### src/rtl/loop_register_left.sv
// loop_register_left: multi-step circular rotate register.
// A word is loaded on an accepted start. It is then rotated one bit per
// clock for the programmed number of steps, and a one-cycle done pulse
// flags the result. The rotation is left by default, which undoes the
// team's right-rotate loop register.
// Optional build macro LOOP_RIGHT_SEL_EN: this macro adds a 'dir' input,
// captured with din. When dir=1 the register rotates right instead.
// Reset is synchronous and active-low.
module loop_register_left #(
  parameter int WIDTH  = 6,
  parameter int STEP_W = 4
) (
  input  logic              clk,
  input  logic              rst_n,
  input  logic              start,
  input  logic [WIDTH-1:0]  din,
  input  logic [STEP_W-1:0] steps,
`ifdef LOOP_RIGHT_SEL_EN
  input  logic              dir,
`endif
  output logic [WIDTH-1:0]  dout,
  output logic              busy,
  output logic              done
);

  typedef enum logic [1:0] {
    IDLE = 2'd0,
    ROT  = 2'd1,
    DONE = 2'd2
  } state_t;

  state_t            state;
  state_t            state_nx;
  logic [STEP_W-1:0] cnt;
  logic [WIDTH-1:0]  rot_word;

`ifdef LOOP_RIGHT_SEL_EN
  logic dir_q;

  // Next working word: rotate in the direction captured at start.
  always_comb begin
    if (dir_q) rot_word = {dout[0], dout[WIDTH-1:1]};
    else       rot_word = {dout[WIDTH-2:0], dout[WIDTH-1]};
  end

  // Capture the direction together with the data word.
  always_ff @(posedge clk) begin
    if (!rst_n)                       dir_q <= 1'b0;
    else if (state == IDLE && start)  dir_q <= dir;
  end
`else
  // Next working word: one-bit circular left rotate.
  always_comb begin
    rot_word = {dout[WIDTH-2:0], dout[WIDTH-1]};
  end
`endif

  // State register; the reset is sampled on the clock edge only.
  always_ff @(posedge clk) begin
    // NOTE: sequential state uses non-blocking assignments, so every flop
    // sees pre-edge values regardless of block order.
    if (!rst_n) state <= IDLE;
    else        state <= state_nx;
  end

  // Next-state logic. A start is honoured only in IDLE; a zero step count
  // goes straight to DONE.
  always_comb begin
    // NOTE: the default assigned first keeps every path driven, so no latch.
    state_nx = state;
    unique case (state)
      IDLE: if (start) state_nx = (steps != '0) ? ROT : DONE;
      ROT:  if (cnt == STEP_W'(1)) state_nx = DONE;
      DONE: state_nx = IDLE;
      default: state_nx = IDLE;
    endcase
  end

  // Datapath: load on accept, then rotate and count down once per ROT cycle.
  // cnt is at least 1 in ROT, so the decrement never wraps.
  always_ff @(posedge clk) begin
    if (!rst_n) begin
      dout <= '0;
      cnt  <= '0;
    end else begin
      case (state)
        IDLE: if (start) begin
          dout <= din;
          cnt  <= steps;
        end
        ROT: begin
          dout <= rot_word;
          cnt  <= cnt - STEP_W'(1);
        end
        default: ;
      endcase
    end
  end

  // Registered flags, decoded from the state being entered.
  // busy matches state != IDLE, and done matches state == DONE.
  always_ff @(posedge clk) begin
    if (!rst_n) begin
      busy <= 1'b0;
      done <= 1'b0;
    end else begin
      busy <= (state_nx != IDLE);
      done <= (state_nx == DONE);
    end
  end

endmodule

### config.mk
export PLATFORM = sky130hd
export DESIGN_NAME = loop_register_left
export DESIGN_NICKNAME = d
export VERILOG_FILES = /design/src/rtl/loop_register_left.sv
export SDC_FILE = /design/constraint.sdc
export NUM_CORES = 1
export LEC_CHECK = 0
export CAP_MARGIN = 30
export CORE_ASPECT_RATIO = 1.5
export CORE_MARGIN = 3
export CORE_UTILIZATION = 28
export CTS_CLUSTER_DIAMETER = 200
export DETAILED_ROUTE_END_ITERATION = 10
export PLACE_DENSITY = 0.54
export SLEW_MARGIN = 15
export SYNTH_ARGS = -nofsm -noshare
export SYNTH_HDL_FRONTEND = slang
export SYNTH_SLANG_ARGS = --single-unit
### constraint.sdc
create_clock -name clk -period 2.6 [get_ports clk]
set_input_delay 0.52 -clock clk [delete_from_list [all_inputs] [get_ports clk]]
set_output_delay 0.52 -clock clk [all_outputs]
set_load 0.02 [all_outputs]
Word level (Yosys, flattened, before mapping)
Cells that the tools add are included.
- output and inout port bits: 8
- logic and storage cells: 23
- register bits after elaboration: 14
- input bits: 13
- eq/ne operators: 4
- multiplexer cells: 8
- reduce and logical (&&, ||, !) cells: 5
- add/subtract/negate cells: 1
- operators by type and width (operator ; number):
    case mux 6 bit (2 select lines) ; 1
    case mux 4 bit (2 select lines) ; 1
    2-to-1 mux 2 bit ; 3
    2-to-1 mux 6 bit ; 1
    == test 4 x 1 -> 1 bit, second input constant ; 1
    2-to-1 mux 4 bit ; 1
    case mux 2 bit (2 select lines) ; 1
    nonzero test 2 bit ; 2
    nonzero test 4 bit ; 1
    subtractor 4 x 1 -> 4 bit, second input constant ; 1
    == test 2 x 1 -> 1 bit, second input constant ; 1
    == test 2 bit, second input constant ; 1
    zero test 2 bit ; 1
    inequality test 2 bit, second input constant ; 1
    AND reduction 2 bit ; 1

Logic depth before layout (Yosys ltp)
Gate-level depths: netlist of run 1.
- depth in word-level cells: 5
- gate-level depth with buffers: 5
- depth with buffers taken out: 5

Least setup slack after synthesis of run 1
OpenSTA, ideal clock, no wires.
- kind: input-to-reg
- start: input steps[0]
- end: register state[0]
- setup time: 0.115 ns
- arrival: 1.064 ns
- buffers on the path: 0
- cell stages on the path: 3
- path slack: 1.421 ns
- required time: 2.485 ns
- path through: nor4_1 -> a2bb2oi_1 -> nor2_1
- longest elaborated chain between the ends: 4
- ends and longest elaborated chain (item ; line ; source):
    from (decl) ; 17 ; input logic [STEP_W-1:0] steps,
    nonzero test 4 bit ; 72 ; IDLE: if (start) state_nx = (steps != '0) ? ROT : DONE;
    2-to-1 mux 2 bit (2 in series) ; 72 ;
    case mux 2 bit (2 select lines) ; 71 ; unique case (state)
    to (signal assigned) ; 63 ; else state <= state_nx;
    to (decl) ; 32 ; state_t state;
No other way between the ends.
A chain may end at the register's enable or synchronous reset.

Worst setup path after layout of run 1
- start: register dout[0]
- end: output dout[0]
- RTL lines (item ; line ; source):
    from (decl) ; 21 ; output logic [WIDTH-1:0] dout,
    from (signal assigned) ; 88 ; dout <= din;
    from (signal assigned) ; 92 ; dout <= rot_word;
No word-level cell between the ends.

==> reports/summary.log, run 1 <==
[floorplan] area enclosed by the die boundary 0.00303 mm²
[synth] Async SR Flop Fraction 0%
[floorplan] width of the die 45.9 µm
[worst_setup_path] count of buffer and inverter cells on the critical path 1
[clock_network] clock root buffer sky130_fd_sc_hd__clkbuf_4
[sta] Period Utilization, post-route 68.5%
[worst_setup_path] arrival time worst endpoint 1.26 ns
[sta] Final Hold Vio Count 0
[cells_and_area] area taken by multi-input logic gates 339 µm²
[clock_network] count of instances resized after the clock tree is built 0
[drt] via total after detailed routing 597
[cells_and_area] sequential standard cell area 280 µm²
[drt] Antenna Violating Nets Remaining 0
[placement] # port buffers 20
[sta] pins over their slew limit 0
[sta] worst clock skew on the final layout 0.00137 ns
[pwr] pwr dens 588 mW/mm²
[worst_setup_path] logic depth of the worst register-to-register path 3
[min_path] worst-case hold path end point cnt[2]
[synth] most numerous cell types in the synthesized netlist 14 x sky130_fd_sc_hd__dfxtp_1, 7 x sky130_fd_sc_hd__a21oi_1, 7 x sky130_fd_sc_hd__inv_1, 7 x sky130_fd_sc_hd__o21ai_0, 6 x sky130_fd_sc_hd__nor2_1
[drt] Detailed Route Iter0 Violations 11
[synth] Post-Syn Area 669 µm²
[global_route] Most Crowded Layer GR met2
[sta] number of setup violations in the final report 0
[min_path] start point of the worst hold path cnt[2]
[worst_setup_path] slack of the worst reg-to-reg path 1.22 ns
[synth] register bit total from synthesis 14
[global_route] via count of the first global-routing pass 587
[synth] average instance area after synthesis 9.05 µm²
[job] number of violations of the max-capacitance limit 0
[sta] worst slew margin relative to its limit 74.5%
[sta] slew of the pin with the lowest slew margin 0.382 ns
[worst_setup_path] delay contributed by the slowest stage of the critical path 0.61 ns
[global_route] initial antenna violation count 0
[cells_and_area] Area growth syn-to-layout 34.0%
[synth] count leader, synth sky130_fd_sc_hd__dfxtp_1
[floorplan] Std-Cell Rows 21
[synth] count of flip-flops with a built-in enable after synthesis 0
[floorplan] floorplan core area 0.00226 mm²
[drt] routed vias/inst 5.10
[sta] Total Neg Setup Slack 0 ns
[synth] Synth Flop Type sky130_fd_sc_hd__dfxtp_1
[synth] sequential area share after synthesis 41.9%
[placement] total half-perimeter wirelength after legalization and detailed placement 1200 µm
[clock_network] CTS Buffer Depth 2
[synth] cell types occupying the most area after synthesis sky130_fd_sc_hd__dfxtp_1 42%, sky130_fd_sc_hd__a21oi_1 5.2%, sky130_fd_sc_hd__o21ai_0 5.2%, sky130_fd_sc_hd__inv_1 3.9%, sky130_fd_sc_hd__ha_1 3.7%
[clock_network] number of buffers created by CTS 3
[worst_setup_path] kind of start point of the critical path flop
[clock_network] clock tree from TritonCTS yes
[min_path] worst hold stages 2
[floorplan] initial cell density of the core 29.6%
[worst_setup_path] Worst Setup Path Type flop to output pin
[clock_network] number of sinks handled by clock tree synthesis 14
[cells_and_area] n_diodes 0
[worst_setup_path] origin of the critical flop-to-flop path state[0]
[sta] unrepaired setup endpoints after global routing no
[synth] Mapped Nets 89
[placement] final weighted congestion of routability-driven global placement 0.802
[pwr] Total Power Consumption 0.000528 W
[global_route] routing usage on met1 14.1%
[cells_and_area] number of filler instances in the final layout 247
[worst_setup_path] category of cells accounting for the largest share of critical-path delay buffers and inverters
[global_route] met2 track demand over resource 19.1%
[global_route] global routing met3 resource utilization 1.91%
[synth] post-synthesis instance total 74
[sta] fmax 562 MHz
[clock_network] clock network latency to the later pin of the worst-skew pair 0.27 ns
[drt] DRC viols 0
[min_path] min-delay worst type flop to flop
[drt] routed wire length 1580 µm
[clock_network] CTS HTree Levels 1
[drt] wire per inst 13.5 µm
[sta] min cycle time layout 1.78 ns
[global_route] Congestion Overflow GR 0
[global_route] GRT Resource Usage Total 11.9%
[clock_network] # Post-CTS Setup Buffers 0
[synth] count of unique library cells instantiated by Yosys 29
[worst_setup_path] required time of the critical path 2.08 ns
[drt] Initial DRT Pass Iterations 4
[worst_setup_path] cell-by-cell listing of the critical path clkdlybuf4s50_1
[global_route] wire length of the first global-routing pass 2610 µm
[worst_setup_path] highest-delay cell along the critical path sky130_fd_sc_hd__clkdlybuf4s50_1
[synth] count of yosys warnings during synthesis 0
[cells_and_area] net total in the final layout 111
[global_route] maximum number of pins on one net before global-route repair 14
[synth] post-synth top area cell sky130_fd_sc_hd__dfxtp_1
[pwr] static leakage power 0.353 nW
[floorplan] total I/O pin count 21
[synth] Synth top area share 41.9%
[floorplan] die height 65.9 µm
[clock_network] hold-fix buffers at CTS 0
[worst_setup_path] CP Capture Type output pin
[clock_network] clock slew seen by the registers of the worst setup and hold paths 0.08 ns
[cells_and_area] layout cells sized above 1 8.51%
[status] status finished, final reports clean
[worst_setup_path] R2R Path End cnt[3]
[pwr] Max VDD drop 0.000218 V
[worst_setup_path] critical-path maximum fanout 3
==> final cells by class <==
type	instances	share of cell area, %
Timing Repair Buffer	20	22.3
Sequential cell	14	31.2
Tap cell	23	3.21
Multi-Input combinational cell	50	37.8
Clock buffer	3	2.51
Inverter	7	2.93
==> flip-flops by register name (all words and copies together), names as in the netlist <==
register	count
dout	6
cnt	4
state	2
busy	1
done	1
==> cell families after synthesis <==
logic type               synth area share [%]
AO/OA/AOI/OAI                            30.8
AND/OR/NAND/NOR                          13.1
flip-flops                               41.9
buffers and inverters                    7.48
multiplexers                             2.99
adder cells (fa/ha/maj)                  3.74
==> worst max path at each step <==
stage,cells past startpoint,endpoint,startpoint
finish,1,dout[0],dout[0]
global route,1,dout[0],dout[0]
CTS,1,dout[0],dout[0]
detailed placement,4,cnt[3],start
global placement,4,cnt[3],start
floorplan,3,state[0],steps[0]
==> power breakdown <==
group / internal [W] / switching [W] / total (W)
clock network: 0.0000536 / 0.0000664 / 0.000120
registers: 0.000238 / 0.0000208 / 0.000258
logic: 0.0000779 / 0.0000713 / 0.000149
==> worst reg2reg max path, delay by kind of cell, from the launching register on <==
family,cells,cell delay [ns]
flip-flops,1,0.56
AO/OA/AOI/OAI,3,0.72
==> per-layer routing <==
layer	vias to the layer above	wire (µm)
met1	271	691
met3	2	82
met2	13	788
met4	0	16
li1	311	-
met5	-	0
==> stage by stage <==
stage | util (%) | setup WS (ns) | area [µm²] | std cells | hold WS, ns
after floorplan | - | 1.42 | 669 | 74 | 0.471
after global placement | 38.7 | 0.711 | 875 | 114 | 0.495
after detailed placement | 38.7 | 0.679 | 875 | 114 | 0.500
after CTS | 39.7 | 0.794 | 897 | 117 | 0.511
after global routing | 39.7 | 0.753 | 897 | 117 | 0.540
final | 39.7 | 0.819 | 897 | 117 | 0.515
==> layout by cell type, fill, tap and decap left out <==
master,count
sky130_fd_sc_hd__o21ba_2,1
sky130_fd_sc_hd__a22o_1,1
sky130_fd_sc_hd__and2_1,1
sky130_fd_sc_hd__nor3b_1,1
sky130_fd_sc_hd__clkbuf_4,3
sky130_fd_sc_hd__a2bb2oi_1,2
sky130_fd_sc_hd__o21ai_1,1
sky130_fd_sc_hd__a22o_2,1
sky130_fd_sc_hd__nor2_1,6
sky130_fd_sc_hd__nand2_1,1
sky130_fd_sc_hd__or3b_1,1
sky130_fd_sc_hd__a32o_1,2
sky130_fd_sc_hd__nor2_2,1
sky130_fd_sc_hd__dfxtp_1,14
sky130_fd_sc_hd__nor4_1,1
sky130_fd_sc_hd__a21oi_1,7
sky130_fd_sc_hd__nand2b_1,2
sky130_fd_sc_hd__and2b_2,1
sky130_fd_sc_hd__ha_1,2
sky130_fd_sc_hd__clkdlybuf4s50_1,20
sky130_fd_sc_hd__o22ai_1,4
sky130_fd_sc_hd__o311a_1,1
sky130_fd_sc_hd__inv_1,7
sky130_fd_sc_hd__mux2i_1,2
sky130_fd_sc_hd__a221oi_2,1
sky130_fd_sc_hd__a211oi_1,2
sky130_fd_sc_hd__o21ai_0,7
sky130_fd_sc_hd__nor3_1,1
No activity file was read; power rests on OpenSTA's default activity.
==> run 2: changes to the inputs <==
Clock period 2.6 ns to 1.9 ns, I/O delays scaled along.
==> reports/summary.log, run 2 (synthesis gave the netlist of run 1 again) <==
[status] status finished, final reports clean
[sta] Final Hold Vio Count 0 [unchanged]
[pwr] Sw Ratio 29.1% [-0.97 points]
[floorplan] die height 65.9 µm [unchanged]
[job] number of violations of the max-capacitance limit 0 [unchanged]
[clock_network] CTS HTree Levels 1 [unchanged]
[clock_network] clock tree from TritonCTS yes
[global_route] wire length of the first global-routing pass 2700 µm [+3.4%]
[sta] Total Neg Setup Slack 0 ns [unchanged]
[worst_setup_path] cell-by-cell listing of the critical path clkdlybuf4s50_1
[clock_network] clock root buffer sky130_fd_sc_hd__clkbuf_4
[floorplan] total I/O pin count 21 [unchanged]
[pwr] pwr dens 843 mW/mm² [+43%]
[cells_and_area] commonest non-fill, non-tap cells in the layout 20 x sky130_fd_sc_hd__clkdlybuf4s50_1, 14 x sky130_fd_sc_hd__dfxtp_1, 7 x sky130_fd_sc_hd__inv_1, 7 x sky130_fd_sc_hd__o21ai_0, 7 x sky130_fd_sc_hd__a21oi_1
[clock_network] clock slew seen by the registers of the worst setup and hold paths 0.09 ns [about the same]
[sta] number of setup violations in the final report 0 [unchanged]
[clock_network] CTS Buffer Depth 2 [unchanged]
[cells_and_area] net total in the final layout 112 [+0.90%]
[cells_and_area] Area growth syn-to-layout 37.2%
[drt] wire per inst 13.3 µm [-1.2%]
[worst_setup_path] logic depth of the worst register-to-register path 3 [unchanged]
[sta] worst slew margin relative to its limit 73.8% [-0.70 points]
[clock_network] # Post-CTS Setup Buffers 0 [unchanged]
[cells_and_area] number of filler instances in the final layout 232 [-6.1%]
[floorplan] area enclosed by the die boundary 0.00303 mm² [unchanged]
[worst_setup_path] count of buffer and inverter cells on the critical path 1 [unchanged]
[sta] slew of the pin with the lowest slew margin 0.392 ns [+0.0105 ns]
[placement] instance count after placement with tap cells included 115 [+0.88%]
[sta] min cycle time layout 1.67 ns
[cells_and_area] largest registers dout (6), cnt (4), state (2)
[clock_network] hold-fix buffers at CTS 0 [unchanged]
[worst_setup_path] Worst Setup Path Type flop to output pin
[worst_setup_path] highest-delay cell along the critical path sky130_fd_sc_hd__clkdlybuf4s50_1
[worst_setup_path] required time of the critical path 1.52 ns [-0.56 ns]
[cells_and_area] commonest non-fill, non-tap cell in the layout sky130_fd_sc_hd__clkdlybuf4s50_1
[drt] DRC viols 0 [unchanged]
[floorplan] initial cell density of the core 29.6% [unchanged]
[global_route] initial antenna violation count 0 [unchanged]
[drt] Antenna Violating Nets Remaining 0 [unchanged]
[min_path] min-delay worst type flop to flop
[global_route] via count of the first global-routing pass 609 [+3.7%]
[sta] worst clock skew on the final layout 0.00695 ns [+0.00557 ns]
[sta] Period Utilization, post-route 87.8%
[clock_network] clock network latency to the later pin of the worst-skew pair 0.28 ns [about the same]
[worst_setup_path] category of cells accounting for the largest share of critical-path delay buffers and inverters
[pwr] clock group share of total power 28.0% [+5.3 points]
[min_path] worst hold stages 2 [unchanged]
[placement] area post-placement 882 µm² [+0.86%]
[floorplan] floorplan core area 0.00226 mm² [unchanged]
[floorplan] width of the die 45.9 µm [unchanged]
[drt] Initial DRT Pass Iterations 4 [unchanged]
[global_route] Congestion Overflow GR 0 [unchanged]
[floorplan] Std-Cell Rows 21 [unchanged]
[sta] fmax 600 MHz
[clock_network] number of buffers created by CTS 3 [unchanged]
[worst_setup_path] kind of start point of the critical path flop
[sta] hold_ws 0.518 ns [+0.00278 ns]
[worst_setup_path] critical-path maximum fanout 3 [unchanged]
[pwr] design internal power 0.000549 W [+49%]
[cells_and_area] register with the most flip-flops dout
[worst_setup_path] CP Capture Type output pin
[clock_network] count of instances resized after the clock tree is built 0 [unchanged]
[worst_setup_path] Critical Path Stages 1 [unchanged]
[worst_setup_path] delay contributed by the slowest stage of the critical path 0.62 ns [about the same]
[pwr] Max VDD drop 0.000347 V [+59%]
[clock_network] number of sinks handled by clock tree synthesis 14 [unchanged]
[worst_setup_path] arrival time worst endpoint 1.29 ns [+0.03 ns]
[cells_and_area] number of flip-flops in the largest register 6 [unchanged]
[global_route] maximum number of pins on one net before global-route repair 14 [unchanged]
[placement] final weighted congestion of routability-driven global placement 0.780 [-2.7%]
[cells_and_area] n_diodes 0 [unchanged]
[drt] routed wire length 1590 µm [+0.44%]
[cells_and_area] final non-filler cell total 119 [+1.7%]
[cells_and_area] Post-Layout Inst Area 918 µm² [+2.4%]
[pwr] part of the power in combinational logic 26.4% [-1.9 points]
[pwr] net load switching power 0.000225 W [+42%]
[pwr] register share of total power 45.6% [-3.4 points]
[sta] pins over their slew limit 0 [unchanged]
[drt] via total after detailed routing 607 [+1.7%]
[global_route] GRT Resource Usage Total 12.1% [+0.19 points]
[placement] # port buffers 20 [unchanged]
[cells_and_area] layout cells sized above 1 10.4% [+1.9 points]
[sta] unrepaired setup endpoints after global routing no
[drt] routed vias/inst 5.10 [about the same]
[pwr] static leakage power 0.365 nW [+3.4%]
[placement] total half-perimeter wirelength after legalization and detailed placement 1190 µm [-0.21%]
[drt] Detailed Route Iter0 Violations 10 [-1]
-- run 2: cell count changes in the layout (fill, tap and decap cells not counted) --
cell,before,now
sky130_fd_sc_hd__clkbuf_8,0,1
sky130_fd_sc_hd__buf_4,0,1
-- run 2: final cells by class --
cell class                      count  area, µm²  share of cell area (%)
Inverter                            7       26.3                    2.86
Timing Repair Buffer               21        208                    22.6
Multi-Input combinational cell     50        339                    36.9
Clock buffer                        4       36.3                    3.95
Tap cell                           23       28.8                    3.13
Sequential cell                    14        280                    30.5
-- run 2: routing by layer --
layer | GRT usage, % | routed length [µm] | vias up
met3 | 1.91 | 79 | 5
met5 | 0 | 0 | -
li1 | - | - | 311
met4 | 7.47 | 46 | 0
met1 | 15.6 | 683 | 275
met2 | 18.1 | 777 | 16
-- run 2: worst paths after layout --
check,from,slack (ns),end
max reg2reg,state[0],0.52,cnt[3]
min,cnt[2],0.52,cnt[2]
max,dout[0],0.23,dout[0]
min reg2reg,cnt[2],0.52,cnt[2]
-- run 2: power by group through the flow --
stage	combinational (W)	sequential (W)	clock, W
floorplan	0.000112	0.000373	0
global placement	0.000204	0.000360	0
detailed placement	0.000205	0.000361	0
CTS	0.000206	0.000353	0.000225
global route	0.000225	0.000360	0.000233
finish	0.000204	0.000353	0.000216
-- run 2: through the flow --
step | setup slack, ns | power, W | utilization [%]
CTS | 0.207 | 0.000785 | 40.6
detailed placement | 0.256 | 0.000566 | 39.0
global placement | 0.272 | 0.000564 | 39.0
finish | 0.233 | 0.000774 | 40.6
global route | 0.173 | 0.000818 | 40.6
floorplan | 0.735 | 0.000484 | -
==> run 3: changes to the inputs <==
Settings changed: GPL_TIMING_DRIVEN from default to 0.
==> reports/summary.log, run 3 (synthesis gave the netlist of run 1 again) <==
[placement] final weighted congestion of routability-driven global placement 0.802 [+2.8%]
[sta] Total Neg Setup Slack 0 ns [unchanged]
[sta] slew of the pin with the lowest slew margin 0.417 ns [+0.0249 ns]
[placement] # port buffers 19 [-5.0%]
[drt] routed vias/inst 5.15 [+0.96%]
[cells_and_area] sequential standard cell area 280 µm² [unchanged]
[pwr] Total Power Consumption 0.000779 W [+0.74%]
[clock_network] # Post-CTS Setup Buffers 0 [unchanged]
[global_route] via count of the first global-routing pass 594 [-2.5%]
[cells_and_area] number of flip-flops in the largest register 6 [unchanged]
[worst_setup_path] arrival time worst endpoint 1.29 ns [about the same]
[sta] fmax 598 MHz [-0.27%]
[cells_and_area] number of filler instances in the final layout 251 [+8.2%]
[sta] pins over their slew limit 0 [unchanged]
[floorplan] die height 65.9 µm [unchanged]
[drt] DRC viols 0 [unchanged]
[worst_setup_path] critical-path maximum fanout 3 [unchanged]
[min_path] min-delay worst type input pin to flop
[floorplan] area enclosed by the die boundary 0.00303 mm² [unchanged]
[global_route] maximum number of pins on one net before global-route repair 11 [-3]
[cells_and_area] area taken by multi-input logic gates 339 µm² [unchanged]
[global_route] Most Crowded Layer GR met2
[global_route] routing usage on met1 15.1% [-0.49 points]
[cells_and_area] layout cells sized above 1 12.4% [+2.0 points]
[drt] Antenna Violating Nets Remaining 0 [unchanged]
[clock_network] clock root buffer sky130_fd_sc_hd__clkbuf_4
[job] number of violations of the max-capacitance limit 0 [unchanged]
[worst_setup_path] delay contributed by the slowest stage of the critical path 0.62 ns [about the same]
[floorplan] total I/O pin count 21 [unchanged]
[cells_and_area] register with the most flip-flops dout
[sta] worst clock skew on the final layout 0.000507 ns [-0.00644 ns]
[clock_network] CTS HTree Levels 1 [unchanged]
[worst_setup_path] category of cells accounting for the largest share of critical-path delay buffers and inverters
[clock_network] count of instances resized after the clock tree is built 0 [unchanged]
[cells_and_area] commonest non-fill, non-tap cells in the layout 19 x sky130_fd_sc_hd__clkdlybuf4s50_1, 14 x sky130_fd_sc_hd__dfxtp_1, 7 x sky130_fd_sc_hd__inv_1, 7 x sky130_fd_sc_hd__o21ai_0, 7 x sky130_fd_sc_hd__a21oi_1
[sta] min cycle time layout 1.67 ns [+0.00452 ns]
[global_route] wire length of the first global-routing pass 2730 µm [+1.0%]
[global_route] met2 track demand over resource 19.0% [+0.86 points]
[worst_setup_path] count of buffer and inverter cells on the critical path 1 [unchanged]
[clock_network] clock network latency to the later pin of the worst-skew pair 0.28 ns [about the same]
[drt] Detailed Route Iter0 Violations 5 [-5]
[worst_setup_path] required time of the critical path 1.52 ns [about the same]
[clock_network] clock slew seen by the registers of the worst setup and hold paths 0.09 ns [about the same]
[cells_and_area] Core Util, Final 40.9% [+0.28 points]
[drt] via total after detailed routing 618 [+1.8%]
[sta] Period Utilization, post-route 88.0% [+0.24 points]
[clock_network] number of sinks handled by clock tree synthesis 14 [unchanged]
[sta] number of setup violations in the final report 0 [unchanged]
[cells_and_area] Area growth syn-to-layout 38.1%
[cells_and_area] net total in the final layout 113 [+0.89%]
[clock_network] CTS Buffer Depth 2 [unchanged]
[sta] worst slew margin relative to its limit 71.9% [-1.9 points]
[worst_setup_path] slack of the worst reg-to-reg path 0.65 ns [+0.13 ns]
[global_route] Congestion Overflow GR 0 [unchanged]
[worst_setup_path] cell-by-cell listing of the critical path clkdlybuf4s50_1
[clock_network] clock tree from TritonCTS yes
[pwr] static leakage power 0.371 nW [+1.6%]
[global_route] global routing met3 resource utilization 3.81% [+1.9 points]
[clock_network] number of buffers created by CTS 3 [unchanged]
[worst_setup_path] Worst Setup Path Type flop to output pin
[floorplan] initial cell density of the core 29.6% [unchanged]
[cells_and_area] largest registers dout (6), cnt (4), state (2)
[sta] Final Hold Vio Count 0 [unchanged]
[floorplan] Std-Cell Rows 21 [unchanged]
[cells_and_area] n_diodes 0 [unchanged]
[global_route] initial antenna violation count 0 [unchanged]
[drt] wire per inst 13.6 µm [+2.4%]
[placement] total half-perimeter wirelength after legalization and detailed placement 1240 µm [+3.6%]
[cells_and_area] final non-filler cell total 120 [+0.84%]
[floorplan] floorplan core area 0.00226 mm² [unchanged]
[floorplan] width of the die 45.9 µm [unchanged]
[clock_network] hold-fix buffers at CTS 0 [unchanged]
[global_route] GRT Resource Usage Total 12.4% [+0.32 points]
[worst_setup_path] highest-delay cell along the critical path sky130_fd_sc_hd__clkdlybuf4s50_1
[pwr] Max VDD drop 0.000330 V [-5.1%]
[status] status finished, final reports clean
[cells_and_area] commonest non-fill, non-tap cell in the layout sky130_fd_sc_hd__clkdlybuf4s50_1
[pwr] pwr dens 843 mW/mm² [about the same]
[worst_setup_path] kind of start point of the critical path flop
[drt] routed wire length 1640 µm [+3.3%]
[drt] Initial DRT Pass Iterations 4 [unchanged]
[placement] instance count after placement with tap cells included 116 [+0.87%]
[sta] unrepaired setup endpoints after global routing no
[worst_setup_path] CP Capture Type output pin
-- run 3: worst paths after layout --
path              cells past startpoint       to    start
setup / recovery                      1  dout[0]  dout[0]
hold / removal                        2   cnt[0]    rst_n
setup reg to reg                      4   cnt[2]   cnt[0]
hold reg to reg                       2   cnt[2]   cnt[2]
-- run 3: layer usage --
layer / vias up / share of wire [%]
li1: 316 / -
met3: 4 / 5.9
met1: 283 / 43
met2: 15 / 49
met4: 0 / 2.1
met5: - / 0
-- run 3: final cells by class --
cell class	instances	area share, %
sequential	14	30.3
tap	23	3.11
inverter	7	2.84
multi-input combinational	50	36.7
timing repair buffer	19	20.6
buffer	3	2.57
clock buffer	4	3.92
-- run 3: metrics by stage --
step / hold WS, ns / instance area (µm²) / setup slack, ns
floorplan: 0.471 / 669 / 0.735
global placement: 0.494 / 888 / 0.183
detailed placement: 0.500 / 888 / 0.195
CTS: 0.433 / 925 / 0.210
global route: 0.431 / 925 / 0.166
finish: 0.431 / 925 / 0.228
-- run 3: report_power, final --
group / total (W) / switching (W) / internal [W]
clock network: 0.000216 / 0.0000996 / 0.000116
logic: 0.000215 / 0.000103 / 0.000112
registers: 0.000349 / 0.0000236 / 0.000325
total: 0.000779 / 0.000226 / 0.000553
